<file path="config.mk">
export PLATFORM = sky130hd
export DESIGN_NAME = adc_pulse_generator
export DESIGN_NICKNAME = d
export VERILOG_FILES = /design/src/rtl/adc_pulse_generator.sv
export SDC_FILE = /design/constraint.sdc
export NUM_CORES = 1
export LEC_CHECK = 0
export CAP_MARGIN = 20
export CORE_MARGIN = 2
export CORE_UTILIZATION = 60
export DETAILED_ROUTE_END_ITERATION = 10
export GPL_ROUTABILITY_DRIVEN = 1
export PLACE_DENSITY_LB_ADDON = 0.05
export SLEW_MARGIN = 20
export SYNTH_ARGS = -nofsm -noshare
export SYNTH_HDL_FRONTEND = slang
export SYNTH_SLANG_ARGS = --single-unit
</file>
<file path="constraint.sdc">
create_clock -name clk -period 8.97 [get_ports clk]
set_input_delay 0.897 -clock clk [delete_from_list [all_inputs] [get_ports clk]]
set_output_delay 0.897 -clock clk [all_outputs]
set_load 0.02 [all_outputs]
</file>
<file path="src/rtl/adc_pulse_generator.sv">
// -----------------------------------------------------------------------------
// adc_pulse_generator
//
// Synthetic ADC sample source. Produces detector-like pulses on a programmable
// baseline: a linear rise made of 2^rise_shift equal steps up to the latched
// amplitude, then an exponential decay (tail -= tail >> decay_shift each
// sample). Optional pseudo-random noise comes from a 16-bit Fibonacci LFSR.
// One signed sample is produced every clock.
//
// Ports:
//   clk          sample clock
//   reset        asynchronous, active-high reset
//   trigger      pulse request, level-sampled on every clk edge
//   amplitude    unsigned pulse height (SIZE_ADC_DATA-1 bits)
//   rise_shift   rise lasts 2^rise_shift samples
//   decay_shift  decay factor, tail -= tail >> decay_shift per sample
//   baseline     signed DC offset, applied immediately
//   noise_en     add LFSR noise to the output, applied immediately
//   adc_data     registered signed sample
//   busy         high while a pulse is in progress
//   pulse_start  one-cycle strobe when a trigger is accepted
//   missed_cnt   saturating count of triggers ignored while busy
// -----------------------------------------------------------------------------
module adc_pulse_generator #(
  parameter int          SIZE_ADC_DATA = 12,
  parameter int          NOISE_BITS    = 3,
  parameter logic [15:0] LFSR_SEED     = 16'hACE1
) (
  input  logic                            clk,
  input  logic                            reset,
  input  logic                            trigger,
  input  logic        [SIZE_ADC_DATA-2:0] amplitude,
  input  logic        [2:0]               rise_shift,
  input  logic        [3:0]               decay_shift,
  input  logic signed [SIZE_ADC_DATA-1:0] baseline,
  input  logic                            noise_en,
  output logic signed [SIZE_ADC_DATA-1:0] adc_data,
  output logic                            busy,
  output logic                            pulse_start,
  output logic        [7:0]               missed_cnt
);

  localparam int W  = SIZE_ADC_DATA;
  localparam int TW = SIZE_ADC_DATA - 1;  // tail / amplitude width
  localparam int SW = SIZE_ADC_DATA + 2;  // headroom for baseline + tail + noise

  localparam logic signed [SW-1:0] SAT_MAX      = SW'((2 ** (W - 1)) - 1);
  localparam logic signed [SW-1:0] SAT_MIN      = SW'(-(2 ** (W - 1)));
  localparam logic signed [SW-1:0] NOISE_OFFSET = SW'(2 ** (NOISE_BITS - 1));

  typedef enum logic [1:0] {
    IDLE  = 2'd0,
    RISE  = 2'd1,
    DECAY = 2'd2
  } state_t;

  state_t state_reg, state_next;

  logic [TW-1:0] tail_reg, tail_next;
  logic [TW-1:0] amp_reg, amp_next;
  logic [TW-1:0] inc_reg, inc_next;
  logic [2:0]    rs_reg, rs_next;
  logic [3:0]    ds_reg, ds_next;
  logic [6:0]    cnt_reg, cnt_next;
  logic [7:0]    missed_reg, missed_next;
  logic          pulse_start_reg, pulse_start_next;
  logic          busy_reg;
  logic [15:0]   lfsr_reg, lfsr_next;
  logic signed [W-1:0] adc_reg, adc_next;

  // ---------------------------------------------------------------------------
  // LFSR: shift left, feedback from taps 15, 13, 12, 10 into bit 0.
  // ---------------------------------------------------------------------------
  logic lfsr_feedback;
  assign lfsr_feedback = lfsr_reg[15] ^ lfsr_reg[13] ^ lfsr_reg[12] ^ lfsr_reg[10];
  assign lfsr_next[0]  = lfsr_feedback;

  genvar gi;
  generate
    for (gi = 1; gi < 16; gi++) begin : g_lfsr_shift
      assign lfsr_next[gi] = lfsr_reg[gi-1];
    end
  endgenerate

  // ---------------------------------------------------------------------------
  // Rise bookkeeping. cnt counts rise edges already taken; the rise ends on the
  // edge where cnt+1 reaches 2^rs-1, so the last rise sample is amp exactly
  // (absorbing any truncation of amp >> rs). Widened to 8 bits so rs=7 fits.
  // ---------------------------------------------------------------------------
  logic [7:0] cnt_inc;
  logic [7:0] rise_last;
  assign cnt_inc   = {1'b0, cnt_reg} + 8'd1;
  assign rise_last = (8'd1 << rs_reg) - 8'd1;

  logic [TW-1:0] decay_step;
  assign decay_step = tail_reg >> ds_reg;

  // ---------------------------------------------------------------------------
  // Next-state / datapath logic.
  // ---------------------------------------------------------------------------
  always_comb begin
    state_next       = state_reg;
    tail_next        = tail_reg;
    amp_next         = amp_reg;
    inc_next         = inc_reg;
    rs_next          = rs_reg;
    ds_next          = ds_reg;
    cnt_next         = cnt_reg;
    pulse_start_next = 1'b0;
    missed_next      = missed_reg;

    case (state_reg)
      IDLE: begin
        if (trigger) begin
          amp_next         = amplitude;
          rs_next          = rise_shift;
          ds_next          = decay_shift;
          inc_next         = amplitude >> rise_shift;
          cnt_next         = '0;
          pulse_start_next = 1'b1;
          if (rise_shift == 3'd0) begin
            tail_next  = amplitude;
            state_next = DECAY;
          end else begin
            tail_next  = amplitude >> rise_shift;
            state_next = RISE;
          end
        end
      end

      RISE: begin
        cnt_next = cnt_inc[6:0];
        if (cnt_inc == rise_last) begin
          tail_next  = amp_reg;
          state_next = DECAY;
        end else begin
          tail_next = tail_reg + inc_reg;
        end
      end

      DECAY: begin
        // A zero step would never terminate, so it ends the pulse instead.
        if ((ds_reg == 4'd0) || (decay_step == '0)) begin
          tail_next  = '0;
          state_next = IDLE;
        end else begin
          tail_next = tail_reg - decay_step;
        end
      end

      default: begin
        tail_next  = '0;
        state_next = IDLE;
      end
    endcase

    // Any trigger seen while not IDLE is dropped, including the DECAY exit edge.
    if (trigger && (state_reg != IDLE) && (missed_reg != 8'hFF)) begin
      missed_next = missed_reg + 8'd1;
    end
  end

  // ---------------------------------------------------------------------------
  // Output sample: sat(baseline + tail + noise) using this cycle's tail/LFSR,
  // so the pulse appears on adc_data one cycle after the tail register.
  // ---------------------------------------------------------------------------
  logic signed [SW-1:0] noise_val;
  logic signed [SW-1:0] sum_val;
  logic signed [SW-1:0] sum_sat;

  always_comb begin
    noise_val = '0;
    if (noise_en) begin
      noise_val = $signed({{(SW-NOISE_BITS){1'b0}}, lfsr_reg[NOISE_BITS-1:0]}) - NOISE_OFFSET;
    end

    sum_val = $signed({{(SW-W){baseline[W-1]}}, baseline})
            + $signed({{(SW-TW){1'b0}}, tail_reg})
            + noise_val;

    if (sum_val > SAT_MAX) begin
      sum_sat = SAT_MAX;
    end else if (sum_val < SAT_MIN) begin
      sum_sat = SAT_MIN;
    end else begin
      sum_sat = sum_val;
    end

    adc_next = sum_sat[W-1:0];
  end

  // ---------------------------------------------------------------------------
  // State register. busy is registered alongside the state so it matches the
  // state that the current tail sample belongs to.
  // ---------------------------------------------------------------------------
  always_ff @(posedge clk or posedge reset) begin
    if (reset) begin
      state_reg       <= IDLE;
      tail_reg        <= '0;
      amp_reg         <= '0;
      inc_reg         <= '0;
      rs_reg          <= '0;
      ds_reg          <= '0;
      cnt_reg         <= '0;
      pulse_start_reg <= 1'b0;
      missed_reg      <= '0;
      busy_reg        <= 1'b0;
      lfsr_reg        <= LFSR_SEED;
      adc_reg         <= '0;
    end else begin
      state_reg       <= state_next;
      tail_reg        <= tail_next;
      amp_reg         <= amp_next;
      inc_reg         <= inc_next;
      rs_reg          <= rs_next;
      ds_reg          <= ds_next;
      cnt_reg         <= cnt_next;
      pulse_start_reg <= pulse_start_next;
      missed_reg      <= missed_next;
      busy_reg        <= (state_next != IDLE);
      lfsr_reg        <= lfsr_next;
      adc_reg         <= adc_next;
    end
  end

  assign adc_data    = adc_reg;
  assign busy        = busy_reg;
  assign pulse_start = pulse_start_reg;
  assign missed_cnt  = missed_reg;

endmodule
</file>
==> results of run 1 <==
==> area by class of cell <==
class	instances	share of cell area (%)
Clock inverter	7	1.55
Sequential cell	87	30.8
Timing Repair Buffer	57	7.98
Inverter	30	1.60
Clock buffer	9	1.74
Multi-Input combinational cell	511	53.9
Tap cell	136	2.40
==> final timing paths <==
check	endpoint	start	slack [ns]	depth (start not counted)
worst min-delay path	lfsr_reg[7]$_DFF_PP1_	lfsr_reg[6]$_DFF_PP1_	0.36	0
min in group asynchronous	cnt_reg[5]$_DFFE_PP0P_	reset	1.03	3
worst max-delay path	adc_data[7]$_DFF_PP0_	noise_en	4.20	14
worst min register to register	lfsr_reg[7]$_DFF_PP1_	lfsr_reg[6]$_DFF_PP1_	0.36	0
worst max register to register	adc_data[7]$_DFF_PP0_	lfsr_reg[2]$_DFF_PP0_	4.76	13
max in group asynchronous	missed_cnt[1]$_DFFE_PP0P_	reset	7.39	3
==> power by group <==
| group | switching [uW] | internal, uW | total, uW |
|---|---|---|---|
| combinational | 441 | 401 | 842 |
| sequential | 69.5 | 449 | 518 |
| clock | 163 | 164 | 327 |
==> cell usage in the layout, fill, tap and decap left out, types with 11 or more instances in the layout <==
master,instances
a211oi_1,12
a21oi_1,32
a21o_1,12
ha_1,35
mux2i_1,24
xor2_1,13
o21ai_0,45
dfrtp_1,79
nor3_1,16
nand2b_1,14
nand2_1,55
xnor2_1,26
fa_1,14
clkdlybuf4s50_1,55
nor2_1,42
inv_1,29
o21a_1,11
mux2_2,20
==> metrics by stage <==
stage	instance area [sq um]	power, uW
after global placement	6860	1330
after global routing	7100	1810
after detailed placement	6860	1360
final	7100	1690
after floorplan	6270	1120
after CTS	7090	1690
==> cell families after synthesis <==
family,Yosys count,share of synthesized area [%]
and+or+nand+nor,188,14.8
AOI/OAI and AO/OA,186,20.1
DFF,87,34.9
buffers and inverters,61,3.99
adders and majority gates,49,11.5
muxes,48,8.87
xor gates and xnor gates,40,5.81
==> critical path, delay by kind of cell <==
kind | cells | cell delay [ns]
compound gates | 5 | 1.48
fa+ha+maj | 2 | 1.05
buf+inv | 3 | 1.16
simple gates | 4 | 0.50
==> metal layers <==
metal / vias up / track usage (%) / wire, microns
met5: - / 0 / 0
met4: 0 / 10.2 / 425
met3: 32 / 3.99 / 610
met2: 150 / 44.2 / 6920
met1: 2470 / 36.4 / 6600
li1: 2465 / - / -
==> results.md, run 1 <==
- First-pass GRT wire length: 24200 microns
- Final Util: 69.4%
- PD cells: 238 nW/um^2
- Gr ovfl total: 0
- Routed len/inst: 17.4 microns
- Distinct cells, synth: 71
- Nets: 779
- Layout area overhead: 13.3%
- Area of the die: 11300 sq um
- Synth Register Bits: 87
- TritonCTS Buffers: 9
- Register area share after synthesis: 34.9%
- Most numerous cell in the Yosys netlist: dfrtp_1
- RD Place Congestion: 0.898
- Post-synth top flop: dfrtp_1
- Setup CP Type: input pin to flip-flop
- Yosys warning total: 0
- Setup Fix Bufs, Post-CTS: 0
- Crit start category: input pin
- Slew Viols, Final: 0
- Die Y: 106 microns
- Period minus WS final: 4.77 ns
- Mapped Area: 6270 sq um
- Register area: 2190 sq um
- Worst EP required: 9.28 ns
- DRC viols: 0
- Port Buffers: 55
- Measured slew at the worst slew-check pin: 1.06 ns
- Share of the synthesized area in the top cell type: 31.5%
- DP HPWL: 10600 microns
- CTS sink cnt: 87
- Global Route Usage Sum: 27.0%
- Via count: 5117
- Footprint of the multi-input gates: 3830 sq um
- Clock tree root buffer cell: clkbuf_8
- Die X: 106 microns
- Fin crit share: 53.2%
- Final cell count without fillers: 837
- Boundary Pins: 56
- Hold Fails Final Rpt: 0
- CP cell instances: clkdlybuf4s50_1 -> nand2b_1 -> inv_1 -> fa_1 -> fa_1 -> a211oi_1 -> o21ai_0 -> and2_1 -> o31a_1 -> nor2_1 -> nor2_1 -> a222oi_1 -> clkbuf_2 -> a21o_1
- Max-Cap Viols: 0
- Detailed Route Iter0 Violations: 336
- CP Data Arrival Time: 5.09 ns
- Peak supply drop: 187 uV
- Pre-CTS setup slack: 3.63 ns
- CORE AREA: 10200 sq um
- H-Tree Depth: 3
- Crit-path max cell delay: 0.55 ns
- Final setup viols: 0
- Initial antenna violation count: 0
- Largest net degree at the start of global routing: 88
- Status: finished clean
- Fraction of layout cells with a size suffix above 1: 9.42%
- Synth Instances: 659
- Syn_nets: 742
- Clk_skew: 0.0111 ns
- Antenna Nets Post-Route: 0
- CTS tree: built
- # hold bufs at CTS: 0
- Synth area leaders: dfrtp_1 (32%), ha_1 (7.0%), fa_1 (4.5%)
- Clock transition at path regs: 0.10 ns
- CTS max path bufs: 2
- Starting density of the core: 61.2%
- Fill count: 810
- WHS: 0.362 ns
- Max Freq: 0.209 GHz
- Max reg flops: 16
- Antenna cells: 0
- HP Class: flip-flop to flip-flop
- Placed Cells: 820
- Max-slew headroom: 28.9%
- Setup ws final: 4.20 ns
- Later-pin clock latency in the skew report: 0.38 ns
- Routed Wire Length: 14600 microns
- Leak: 0.00303 uW
- Avg Inst Size Synth: 9.51 sq um
- # rows: 37
- Post-synth ARST share: 100%
- Worst Setup End Kind: flip-flop
- RSZ-0062 raised after global routing: false
- Via/cell ratio: 6.11
- First-pass DRT Iterations: 5
- Slowest-stage cell, CP: fa_1
- Top cells by count, synth: dfrtp_1 (79), nand2_1 (55), o21ai_0 (45)
- Vias in the first global route: 5001
- Number of flops mapped to enable cells by yosys: 0
- Peak fanout along the critical path: 10
- Area leader, netlist: dfrtp_1
- Cts repair resizes: 0
- TNS Setup: 0 ns
Power figures use the tool's default switching activity.
==> inputs of run 2 (changes only) <==
--- a/config.mk
+++ b/config.mk
@@ -7,7 +7,7 @@
 export LEC_CHECK = 0
 export CAP_MARGIN = 20
 export CORE_MARGIN = 2
-export CORE_UTILIZATION = 60
+export CORE_UTILIZATION = 59
 export DETAILED_ROUTE_END_ITERATION = 10
 export GPL_ROUTABILITY_DRIVEN = 1
 export PLACE_DENSITY_LB_ADDON = 0.05
==> constraint.sdc (replaced) <==
create_clock -name clk -period 4.5 [get_ports clk]
set_input_delay 0.45 -clock clk [delete_from_list [all_inputs] [get_ports clk]]
set_output_delay 0.45 -clock clk [all_outputs]
set_load 0.02 [all_outputs]
==> run 2 against run 1 <==
  * Clock power increased by 55%
  * Core utilization is 0.66 points lower
  * Setup slack worse by 3.7 ns
  * Clock skew is 0.0056 ns higher
  * Sequential power is 97% higher
  * Non-clock buffer count up 8
  * Worst hold slack worse by 0.0044 ns
  * Sequential share of layout area about the same
  * Count of clock-buffer cells in the layout grew 1
  * Die area grew 1.6%
  * Register-to-register slack lost 4.2 ns
  * Critical path type unchanged
  * Largest cell class unchanged
==> results.md, run 2 (synthesis results as in run 1) <==
- Setup ws final: 0.498 ns (-3.70 ns)
- TritonCTS Buffers: 9 (unchanged)
- DP HPWL: 11000 microns (+3.6%)
- Via/cell ratio: 6.20 (+1.4%)
- Hold Path Depth: 0 (unchanged)
- FF-to-FF Start: ds_reg[0]$_DFFE_PP0P_
- Routed len/inst: 17.7 microns (+1.5%)
- Max-Cap Viols: 0 (unchanged)
- Hold path startpoint: lfsr_reg[5]$_DFF_PP1_
- Hold endpoint: lfsr_reg[6]$_DFF_PP1_
- Crit-path max cell delay: 0.51 ns (-0.04 ns)
- Area of the die: 11500 sq um (+1.6%)
- Footprint of the multi-input gates: 3830 sq um (unchanged)
- Antenna Nets Post-Route: 0 (unchanged)
- CTS tree: built
- # hold bufs at CTS: 0 (unchanged)
- DRC viols: 0 (unchanged)
- R2r setup slk: 0.54 ns (-4.22 ns)
- Total power: 3250 uW (+92%)
- Reg2Reg Capture Point: tail_reg[8]$_DFFE_PP0P_
- First-pass DRT Iterations: 5 (unchanged)
- Leak: 0.00304 uW (+0.21%)
- Slowest-stage cell, CP: clkdlybuf4s50_1
- Peak supply drop: 427 uV (+130%)
- CP Data Arrival Time: 4.31 ns (-0.78 ns)
- Starting density of the core: 60.7% (-0.55 points)
- RD Place Congestion: 0.897 (-0.13%)
- Slew Viols, Final: 0 (unchanged)
- Final Util: 68.7% (-0.66 points)
- Final cell count without fillers: 845 (+0.96%)
- CTS sink cnt: 87 (unchanged)
- Status: finished clean
- Global Route Usage Sum: 27.7% (+0.69 points)
- Via count: 5239 (+2.4%)
- CTS max path bufs: 2 (unchanged)
- Setup CP Type: input pin to flip-flop
- Family with the most delay on the worst path: compound AO/OA/AOI/OAI gates
- Fin crit share: 88.9%
- Port Buffers: 55 (unchanged)
- Gr ovfl total: 0 (unchanged)
- Setup Fix Bufs, Post-CTS: 0 (unchanged)
- Die Y: 107 microns (+0.81%)
- Routed Wire Length: 14900 microns (+2.5%)
- # rows: 37 (unchanged)
- Final setup viols: 0 (unchanged)
- Boundary Pins: 56 (unchanged)
- Vias in the first global route: 5190 (+3.8%)
- Layout area overhead: 13.3% (about the same)
- Cts repair resizes: 0 (unchanged)
- Max reg flops: 16 (unchanged)
- WP buf/inv: 3 (unchanged)
- Largest net degree at the start of global routing: 54 (-39%)
- CP cell instances: clkdlybuf4s50_1 -> nand2_1 -> fa_1 -> inv_1 -> ha_1 -> fa_1 -> a211oi_1 -> o21ai_0 -> and2_1 -> o31a_1 -> nor2_1 -> nor2_1 -> a222oi_1 -> clkbuf_2 -> a21o_1
- Hold Fails Final Rpt: 0 (unchanged)
- Most frequent cells in the layout: dfrtp_1 (79), nand2_1 (55), clkdlybuf4s50_1 (55)
- H-Tree Depth: 3 (unchanged)
- Fraction of layout cells with a size suffix above 1: 10.3% (+0.88 points)
- CORE AREA: 10300 sq um (+0.91%)
- Placed Cells: 828 (+0.98%)
- Peak fanout along the critical path: 8 (-2)
- Register area: 2190 sq um (unchanged)
- Pre-CTS setup slack: -0.110 ns (-3.74 ns)
- First-pass GRT wire length: 25000 microns (+3.1%)
- HP Class: flip-flop to flip-flop
- Later-pin clock latency in the skew report: 0.39 ns (about the same)
- Measured slew at the worst slew-check pin: 0.893 ns (-0.169 ns)
- Clock tree root buffer cell: clkbuf_8
- Worst EP required: 4.81 ns (-4.47 ns)
- Initial antenna violation count: 0 (unchanged)
- TNS Setup: 0 ns (unchanged)
- Die X: 107 microns (+0.81%)
- PD cells: 457 nW/um^2 (+92%)
- Detailed Route Iter0 Violations: 287 (-15%)
- RSZ-0062 raised after global routing: false
- Nets: 787 (+1.0%)
- Clock transition at path regs: 0.09 ns (about the same)
- Crit start category: input pin
- Max-slew headroom: 40.5% (+12 points)
- Reg2Reg Depth: 14 (+1)
- Antenna cells: 0 (unchanged)
- Max Freq: 0.250 GHz
- Fill count: 836 (+3.2%)
- Worst Setup End Kind: flip-flop
- Clk_skew: 0.0167 ns (+0.00556 ns)
- Period minus WS final: 4.00 ns
- Commonest non-fill, non-tap cell in the layout: dfrtp_1
## run 2: changes by cell type in the layout (fill, tap and decap cells not counted)
cell / previous run / this run
buf_6: 1 / 0
buf_4: 0 / 9
bufinv_16: 2 / 0
clkinv_2: 1 / 2
clkinvlp_4: 1 / 2
inv_8: 3 / 0
clkinv_4: 0 / 2
clkbuf_1: 0 / 1
## run 2: per-stage QoR
stage / instance area [sq um] / hold WS, ns
2_1_floorplan: 6270 / 0.331
3_3_place_gp: 6920 / 0.336
3_5_place_dp: 6920 / 0.339
4_1_cts: 7090 / 0.362
5_1_grt: 7100 / 0.366
6_report: 7100 / 0.358
## run 2: per-layer routing
layer  up-vias  track usage (%)  wire (microns)
met5         -                0               0
met4         0             9.46             339
met3        33             6.20             674
met2       147             45.4            7250
met1      2575             36.2            6660
li1       2484                -               -
## run 2: final cells by class
class | instances | area share [%]
clock inverter | 6 | 0.652
multi-input combinational | 511 | 53.9
tap | 136 | 2.40
sequential | 87 | 30.8
timing repair buffer | 65 | 8.78
clock buffer | 10 | 1.80
inverter | 30 | 1.60
## run 2: worst register-to-register path, cell delays in order, from the launching register on
cell	delay (ns)
dfrtp_1	0.73
mux2i_1	0.24
a22o_1	0.27
or4_1	0.50
nand2_1	0.10
ha_1	0.16
inv_1	0.05
fa_1	0.39
a21o_1	0.21
a211oi_1	0.23
nor2_1	0.10
nor4_1	0.20
nor3_1	0.15
xor2_1	0.18
a211o_1	0.32
## run 2: worst max path at each step
| stage | start | end | slack, ns | depth (start not counted) |
|---|---|---|---|---|
| after floorplan | noise_en | adc_data[1]$_DFF_PP0_ | 0.83 | 13 |
| after global placement | noise_en | adc_data[0]$_DFF_PP0_ | 0.006 | 14 |
| after detailed placement | noise_en | adc_data[0]$_DFF_PP0_ | -0.11 | 14 |
| after CTS | noise_en | adc_data[0]$_DFF_PP0_ | 0.28 | 14 |
| after global routing | noise_en | adc_data[0]$_DFF_PP0_ | 0.28 | 15 |
| final | noise_en | adc_data[7]$_DFF_PP0_ | 0.50 | 15 |
## run 2: power by group
| part | leakage, uW | switching (uW) | internal (uW) |
|---|---|---|---|
| Sequential | 0.00108 | 123 | 894 |
| Clock | 0.0000829 | 304 | 203 |
| Combinational | 0.00188 | 911 | 810 |
